`src/rtl/bf_agu.sv`:
```
// rtl/bf_agu.sv - Bellman-Ford edge address generator and iteration sequencer
// Sweeps the N x N adjacency matrix once per iteration and decides when the run is finished.
module bf_agu #(
  parameter int N   = 8,
  parameter int AW  = 3,
  parameter int IW  = 4,
  parameter int LAT = 2
) (
  input  logic          clk,
  input  logic          rst_global_n,
  input  logic          read_enable,
  input  logic          write_enable,
  input  logic          relax_update,
  output logic [AW-1:0] src_addr,
  output logic [AW-1:0] dst_addr,
  output logic          addr_valid,
  output logic          iteration_done,
  output logic          finish,
  output logic [IW-1:0] iter_count
);

  typedef enum logic [2:0] {S_IDLE, S_ARM, S_SWEEP, S_DRAIN, S_DONE} state_t;

  state_t        state;
  logic          changed;
  logic [3:0]    drain_cnt;
  logic          changed_next;
  logic          last_addr;
  logic          start_run;
  logic          enter_done;
  logic          finish_next;
  logic [IW-1:0] iter_next;

  // Updates arriving on the cycle that enters DONE still count toward this iteration.
  assign changed_next = changed | relax_update;
  assign last_addr    = (src_addr == AW'(N-1)) && (dst_addr == AW'(N-1));
  assign iter_next    = iter_count + IW'(1);
  assign finish_next  = (iter_next == IW'(N-1)) || !changed_next;
  assign start_run    = (state == S_IDLE) ? read_enable : (read_enable && !write_enable);
  assign enter_done   = ((state == S_SWEEP) && last_addr && (LAT == 0)) ||
                        ((state == S_DRAIN) && (drain_cnt <= 4'd1));

  always_ff @(posedge clk or negedge rst_global_n) begin
    if (!rst_global_n) begin
      state          <= S_IDLE;
      src_addr       <= '0;
      dst_addr       <= '0;
      addr_valid     <= 1'b0;
      iteration_done <= 1'b0;
      finish         <= 1'b0;
      iter_count     <= '0;
      changed        <= 1'b0;
      drain_cnt      <= '0;
    end else if (start_run) begin
      // A read strobe without write outside IDLE is a controller restart.
      state          <= S_ARM;
      src_addr       <= '0;
      dst_addr       <= '0;
      addr_valid     <= 1'b0;
      iteration_done <= 1'b0;
      finish         <= 1'b0;
      iter_count     <= '0;
      changed        <= 1'b0;
      drain_cnt      <= '0;
    end else begin
      case (state)
        S_ARM: begin
          if (!read_enable) begin
            state      <= S_SWEEP;
            addr_valid <= 1'b1;
          end
        end
        S_SWEEP: begin
          changed  <= changed_next;
          dst_addr <= dst_addr + AW'(1);
          if (dst_addr == AW'(N-1)) begin
            src_addr <= src_addr + AW'(1);
          end
          if (last_addr) begin
            addr_valid <= 1'b0;
            state      <= S_DRAIN;
            drain_cnt  <= 4'(LAT);
          end
        end
        S_DRAIN: begin
          changed   <= changed_next;
          drain_cnt <= drain_cnt - 4'd1;
        end
        S_DONE: begin
          if (finish) begin
            state          <= S_IDLE;
            iteration_done <= 1'b0;
          end else if (read_enable && write_enable) begin
            state          <= S_ARM;
            iteration_done <= 1'b0;
            changed        <= 1'b0;
            src_addr       <= '0;
            dst_addr       <= '0;
          end
        end
        default: ;
      endcase
      if (enter_done) begin
        state          <= S_DONE;
        iteration_done <= 1'b1;
        iter_count     <= iter_next;
        finish         <= finish_next;
      end
    end
  end

endmodule

```
`config.mk`:
```
export PLATFORM = sky130hd
export DESIGN_NAME = bf_agu
export DESIGN_NICKNAME = d
export VERILOG_FILES = /design/src/rtl/bf_agu.sv
export SDC_FILE = /design/constraint.sdc
export NUM_CORES = 1
export LEC_CHECK = 0
export ABC_CLOCK_PERIOD_IN_PS = 2000
export BUFFER_PORTS_ARGS = -buffer_cell sky130_fd_sc_hd__buf_2
export CAP_MARGIN = 30
export CORE_MARGIN = 5
export CORE_UTILIZATION = 45
export DETAILED_ROUTE_END_ITERATION = 8
export PLACE_DENSITY = 0.78
export RECOVER_POWER = 100
export SLEW_MARGIN = 20
export SYNTH_ARGS = -nofsm -noshare
export SYNTH_HDL_FRONTEND = slang
export SYNTH_SLANG_ARGS = --single-unit
```
`constraint.sdc`:
```
create_clock -name clk -period 2 [get_ports clk]
set_input_delay 0.3 -clock clk [delete_from_list [all_inputs] [get_ports clk]]
set_output_delay 0.3 -clock clk [all_outputs]
set_load 0.1 [all_outputs]
```
==> results of run 1 <==
sequential cells by signal (all words and copies together) (netlist names):
signal,flops
src_addr,3
iteration_done,1
changed,1
state,3
finish,1
drain_cnt,4
iter_count,4
addr_valid,1
dst_addr,3
cells in the mapped netlist, drive strengths merged, types with 2 or more instances:
cell type / count
a22oi: 2
buf: 3
mux2i: 3
xor2: 2
a21o: 2
nor2: 20
nor3: 4
nor2b: 3
clkbuf: 2
mux2: 2
o21a: 4
o21ai: 8
ha: 8
inv: 7
nand3b: 2
nor3b: 3
a21oi: 8
xnor2: 2
a22o: 2
nand2: 8
dfrtp: 21
kinds of logic after synthesis:
family	count (synthesis)	share of synthesized area (%)
buffers and inverters	12	4.22
adder cells (fa/ha/maj)	8	7.85
multiplexers	5	4.12
AND/OR/NAND/NOR	46	19.6
flip-flops	21	41.2
XOR/XNOR	4	2.75
AO/OA/AOI/OAI	37	20.2
routing by layer:
| layer | vias up | track usage [%] | share of wire (%) |
|---|---|---|---|
| met5 | - | 0 | 0 |
| met2 | 23 | 25.3 | 51 |
| met4 | 0 | 8.31 | 1.7 |
| met1 | 506 | 18.5 | 44 |
| met3 | 6 | 1.78 | 3.3 |
| li1 | 525 | - | - |
area by class of cell:
type | instances | area, um2 | area share, %
repair buffers | 26 | 146 | 9.55
multi-input cells | 100 | 749 | 48.9
well taps | 31 | 38.8 | 2.53
clock buffers | 4 | 26.3 | 1.71
inverters | 7 | 26.3 | 1.71
flip-flops and latches | 21 | 546 | 35.6
report_power, final:
part / internal (mW) / switching (mW)
Combinational: 0.534 / 1.09
Clock: 0.0780 / 0.137
Sequential: 0.596 / 0.227
Total: 1.21 / 1.46
through the flow:
stage / setup TNS (ns) / power [mW] / cell area (um2) / worst slack (ns)
2_1_floorplan: -0.115 / 2.11 / 1340 / -0.115
3_3_place_gp: 0 / 2.38 / 1490 / 0.0487
3_5_place_dp: 0 / 2.44 / 1490 / 0.0268
4_1_cts: 0 / 2.65 / 1520 / 0.00557
5_1_grt: -0.0229 / 2.86 / 1530 / -0.0229
6_report: 0 / 2.66 / 1530 / 0.0432
final timing paths:
path / end / cells past startpoint / from
hold reg to reg: iteration_done / 1 / iteration_done
min in group asynchronous: iter_count[0] / 2 / rst_global_n
setup / recovery: state[1] / 7 / src_addr[0]
hold / removal: finish / 3 / relax_update
max in group asynchronous: dst_addr[0] / 2 / rst_global_n
setup reg to reg: state[1] / 7 / src_addr[0]
timing repair:
| item | in CTS | in global routing |
|---|---|---|
| gates resized for setup | 0 | 3 |
| hold buffers | 1 | 0 |
| hold endpoints to repair | 21 | 0 |
| setup endpoints to repair | 0 | 2 |
| setup buffers | 0 | 1 |
critical path, cell delays in order (launching register included):
cell and delay, ns:
dfrtp_4 0.52, ha_4 0.16, ha_1 0.16, and2_4 0.16, nand2b_4 0.14, a211o_1 0.27, o311ai_2 0.11, mux2_4 0.33
layout by cell type, fill, tap and decap left out, drive strengths merged, types with 3 or more instances in the layout:
cell type / n
nor2b: 3
mux2i: 3
nor3: 4
nor3b: 3
o21ai: 8
dfrtp: 21
clkbuf: 19
buf: 10
a21oi: 8
nand2: 8
ha: 8
inv: 7
o21a: 4
nor2: 20
==> impl_metrics.json, run 1 <==
{
  "h-tree-depth": 1,
  "cp-end-kind": "flip-flop",
  "drt_iter0_markers": 22,
  "final_util_pct": 56.1,
  "syn_area_per_cell_um2": 9.59,
  "synth_top_cell_by_area": "dfrtp_1",
  "syn_inst": 133,
  "status": "completed",
  "max_freq_ghz": 0.511,
  "drv_cap": 0,
  "drive_gt1_share_pct": 29.1,
  "tritoncts": "yes",
  "async_flop_share_pct": 100,
  "top_level_ports": 18,
  "place.gp.congestion": 0.785,
  "antenna_found_initial": 0,
  "synth_edf_count": 0,
  "required_ns": 2.22,
  "placement.io_buffers": 17,
  "ys_types": 42,
  "root_buffer": "clkbuf_4",
  "insertion_delay_ns": 0.31,
  "finalHoldViolations": 0,
  "rows": 19,
  "grt_max_degree": 22,
  "synth_ff_type": "dfrtp_1",
  "peakVddDrop_mv": 0.983,
  "synthesis.area_mm2": 0.00127,
  "coreArea_mm2": 0.00273,
  "initial_utilization_pct": 46.6,
  "cts_sinks": 21,
  "vias": 1060,
  "netlist.area_leader.share_pct": 41.2,
  "grt_overflow": 0,
  "p_per_area_mw_per_mm2": 1740,
  "fin_hold_ws_ns": 0.273,
  "wirelength_mm": 2.71,
  "finalClockSkew_ns": 0.0100,
  "cts_buffers": 3,
  "period_minus_slack_ns": 1.96,
  "power.leakage_nw": 0.701,
  "synth_fp_nets": 146,
  "grt_pass1_vias": 1094,
  "tightest_slew_ns": 1.13,
  "die_w_um": 63.2,
  "grt_pass1_wl_mm": 4.91,
  "r2r_setup_slack_ns": 0.04,
  "dp_hpwl_mm": 2.03,
  "critical_path_class": "flip-flop to flip-flop",
  "drtAntennaViolNets": 0,
  "viasPerCell": 5.61,
  "die_h_um": 63.2,
  "synth.area.top_cells": "dfrtp_1, ha_1, nor2_1, a21oi_1, o21ai_0",
  "rsz0062_at_grt": "true",
  "die_area_mm2": 0.00400,
  "track_usage_pct": 15.0,
  "area.growth.synth_to_final_pct": 20.2,
  "drc": 0,
  "route.detailed.wl_per_inst_um": 14.3,
  "stdcell_count": 189,
  "worstPathMaxFanout": 4,
  "drv_slew": 0,
  "dpl.cell_count": 183,
  "num_antenna_cells": 0,
  "crit_arrival_ns": 2.17,
  "clock_path_buffers": 2,
  "start_kind": "flip-flop",
  "ys_seq_area_share_pct": 41.2,
  "setup_viol": 0,
  "finalCritPeriodShare_pct": 97.8,
  "synth-seq-cells": 21,
  "clk_transition_reported_paths_ns": 0.13,
  "relSlewSlack_pct": 24.5,
  "hold_path.class": "input pin to flip-flop",
  "dr.pass1.iters": 4,
  "final_nets": 172,
  "fillCellCount": 237,
  "yosys_warnings": 0
}
Power figures use the tool's default switching activity.
==> run 2: changes to the inputs <==
--- a/config.mk
+++ b/config.mk
@@ -5,6 +5,7 @@
 export SDC_FILE = /design/constraint.sdc
 export NUM_CORES = 1
 export LEC_CHECK = 0
+export ABC_AREA = 1
 export ABC_CLOCK_PERIOD_IN_PS = 2000
 export BUFFER_PORTS_ARGS = -buffer_cell sky130_fd_sc_hd__buf_2
 export CAP_MARGIN = 30
@@ -13,6 +14,7 @@
 export DETAILED_ROUTE_END_ITERATION = 8
 export PLACE_DENSITY = 0.78
 export RECOVER_POWER = 100
+export SKIP_LAST_GASP = 1
 export SLEW_MARGIN = 20
 export SYNTH_ARGS = -nofsm -noshare
 export SYNTH_HDL_FRONTEND = slang
==> impl_metrics.json, run 2 <==
{
  "clk_transition_reported_paths_ns": 0.10,
  "cts_setup_buffers": 0,
  "die_area_mm2": 0.00400,
  "finalClockSkew_ns": 0.0145,
  "pwr-share-comb_pct": 59.2,
  "drt_iter0_markers": 20,
  "rows": 19,
  "syn_inst": 157,
  "h-tree-depth": 1,
  "slowest_delay_ns": 0.46,
  "rsz0062_at_grt": "false",
  "placement.io_buffers": 17,
  "sequentialPowerShare_pct": 31.5,
  "tritoncts": "yes",
  "intPower_mw": 0.963,
  "p_per_area_mw_per_mm2": 1570,
  "slowest_stage": "dfrtp_1",
  "setup_tns_ns": 0,
  "p_switching_mw": 1.24,
  "wirelength_mm": 2.62,
  "start_kind": "flip-flop",
  "grt_overflow": 0,
  "async_flop_share_pct": 100,
  "peakVddDrop_mv": 1.31,
  "dr.pass1.iters": 4,
  "grt_pass1_wl_mm": 5.02,
  "period_minus_slack_ns": 1.69,
  "synth_ff_type": "dfrtp_1",
  "drv_cap": 0,
  "worstPathBufferInverterCount": 0,
  "cts_buffers": 3,
  "track_usage_pct": 15.0,
  "root_buffer": "clkbuf_4",
  "place.gp.congestion": 0.759,
  "clock_path_buffers": 2,
  "ys_seq_area_share_pct": 41.2,
  "path_cells": "nor2_1 > nand2_2 > nand2_1 > nand2_2 > a21oi_2 > nand3_1 > nand2_1 > nand2_1",
  "reg.largest.list": "drain_cnt x4, iter_count x4",
  "hold_path.class": "input pin to flip-flop",
  "finalCritPeriodShare_pct": 84.4,
  "area.growth.synth_to_final_pct": 9.81,
  "finalHoldViolations": 0,
  "drc": 0,
  "critical_path_class": "flip-flop to flip-flop",
  "synth_fp_nets": 170,
  "syn_area_per_cell_um2": 8.12,
  "top_level_ports": 18,
  "drv_slew": 0,
  "synthesis.area_mm2": 0.00127,
  "synth.area.top_cells": "dfrtp_1, nand2_1, ha_1, inv_1, nand3_1",
  "fin_hold_ws_ns": 0.352,
  "layout_common_cells": "nand2_1, dfrtp_1, inv_1",
  "worstPathMaxFanout": 13,
  "num_antenna_cells": 0,
  "cts_resized": 0,
  "cp-end-kind": "flip-flop",
  "initial_utilization_pct": 46.6,
  "synth-seq-cells": 21,
  "synth_edf_count": 0,
  "insertion_delay_ns": 0.31,
  "setup_viol": 0,
  "crit_arrival_ns": 1.89,
  "netlist.area_leader.share_pct": 41.2,
  "die_h_um": 63.2,
  "tightest_slew_ns": 1.12,
  "route.detailed.wl_per_inst_um": 12.6,
  "viasPerCell": 5.26,
  "fillCellCount": 241,
  "grt_max_degree": 22,
  "status": "completed",
  "ys_types": 27,
  "grt_pass1_vias": 1192,
  "p_clk_share_pct": 9.4,
  "dp_hpwl_mm": 2.10,
  "synth.most_common_cell": "nand2_1",
  "drive_gt1_share_pct": 20.2,
  "required_ns": 2.20,
  "critical_path.most_common_cell": "nand2_1",
  "yosys_warnings": 0,
  "cts_sinks": 21,
  "cp_top_family": "simple AND/OR/NAND/NOR gates",
  "coreArea_mm2": 0.00273,
  "synth_commonest_cells": "nand2_1, dfrtp_1, inv_1",
  "power.leakage_nw": 0.827,
  "final_nets": 192,
  "antenna_found_initial": 0,
  "vias": 1099,
  "final_common_cell": "nand2_1",
  "die_w_um": 63.2,
  "synth_top_cell_by_area": "dfrtp_1",
  "drtAntennaViolNets": 0,
  "swShare_pct": 56.2,
  "relSlewSlack_pct": 25.3,
  "max_freq_ghz": 0.592
}
[run 2: area by class of cell]
class,count,area [um2],share of cell area (%)
multi-input cells,115,638,45.6
flip-flops and latches,21,528,37.7
clock buffers,4,26.3,1.88
inverters,20,75.1,5.36
repair buffers,18,93.8,6.70
well taps,31,38.8,2.77
[run 2: what timing repair did]
item | in CTS | in global routing
endpoints found under the setup margin | 0 | 0
hold buffers | 1 | 0
hold endpoints to repair | 21 | 0
[run 2: logic make-up (layout without fill, tap and decap cells)]
| kind of cell | Yosys count | count (layout) | synth area share, % |
|---|---|---|---|
| simple gates | 87 | 87 | 33.5 |
| xor+xnor | 4 | 4 | 2.75 |
| buf+inv | 21 | 42 | 7.07 |
| flops | 21 | 21 | 41.2 |
| compound gates | 16 | 16 | 7.66 |
| fa+ha+maj | 8 | 8 | 7.85 |
[run 2: metrics by stage]
step / instances / power, mW / instance area [um2] / setup WS, ns / utilization (%)
after global routing: 209 / 2.40 / 1400 / 0.132 / 51.2
after floorplan: 157 / 1.79 / 1280 / 0.00101 / -
final: 209 / 2.20 / 1400 / 0.311 / 51.2
after detailed placement: 204 / 2.04 / 1390 / 0.440 / 50.7
after global placement: 204 / 1.98 / 1390 / 0.486 / 50.7
after CTS: 209 / 2.25 / 1420 / 0.417 / 52.0
[run 2: worst register-to-register path: stages (launching register included)]
cell	delay [ns]
dfrtp_1	0.46
nor2_1	0.22
nand2_2	0.09
nand2_1	0.09
nand2_2	0.18
a21oi_2	0.26
nand3_1	0.16
nand2_1	0.08
nand2_1	0.06
[run 2: final timing paths]
check	start	to	slack (ns)	cells past startpoint
max in group asynchronous	rst_global_n	dst_addr[1]	0.55	2
max	state[1]	state[0]	0.31	8
max reg2reg	state[1]	state[0]	0.31	8
min reg2reg	iteration_done	iteration_done	0.49	2
min	relax_update	changed	0.35	4
min in group asynchronous	rst_global_n	drain_cnt[3]	0.71	2
[run 2: metal layers]
metal	wire, um	GRT usage [%]	vias to the layer above	share of wire, %
met3	81	2.49	6	3.1
met4	51	5.71	0	1.9
met2	1380	26.9	24	52
met1	1110	17.7	522	42
li1	-	-	547	-
met5	0	0	-	0
[run 2: power by group through the flow]
stage | logic (mW) | registers [mW] | clock network, mW
finish | 1.30 | 0.692 | 0.206
global route | 1.44 | 0.720 | 0.233
CTS | 1.34 | 0.693 | 0.211
detailed placement | 1.34 | 0.701 | 0
global placement | 1.29 | 0.688 | 0
floorplan | 0.722 | 1.07 | 0
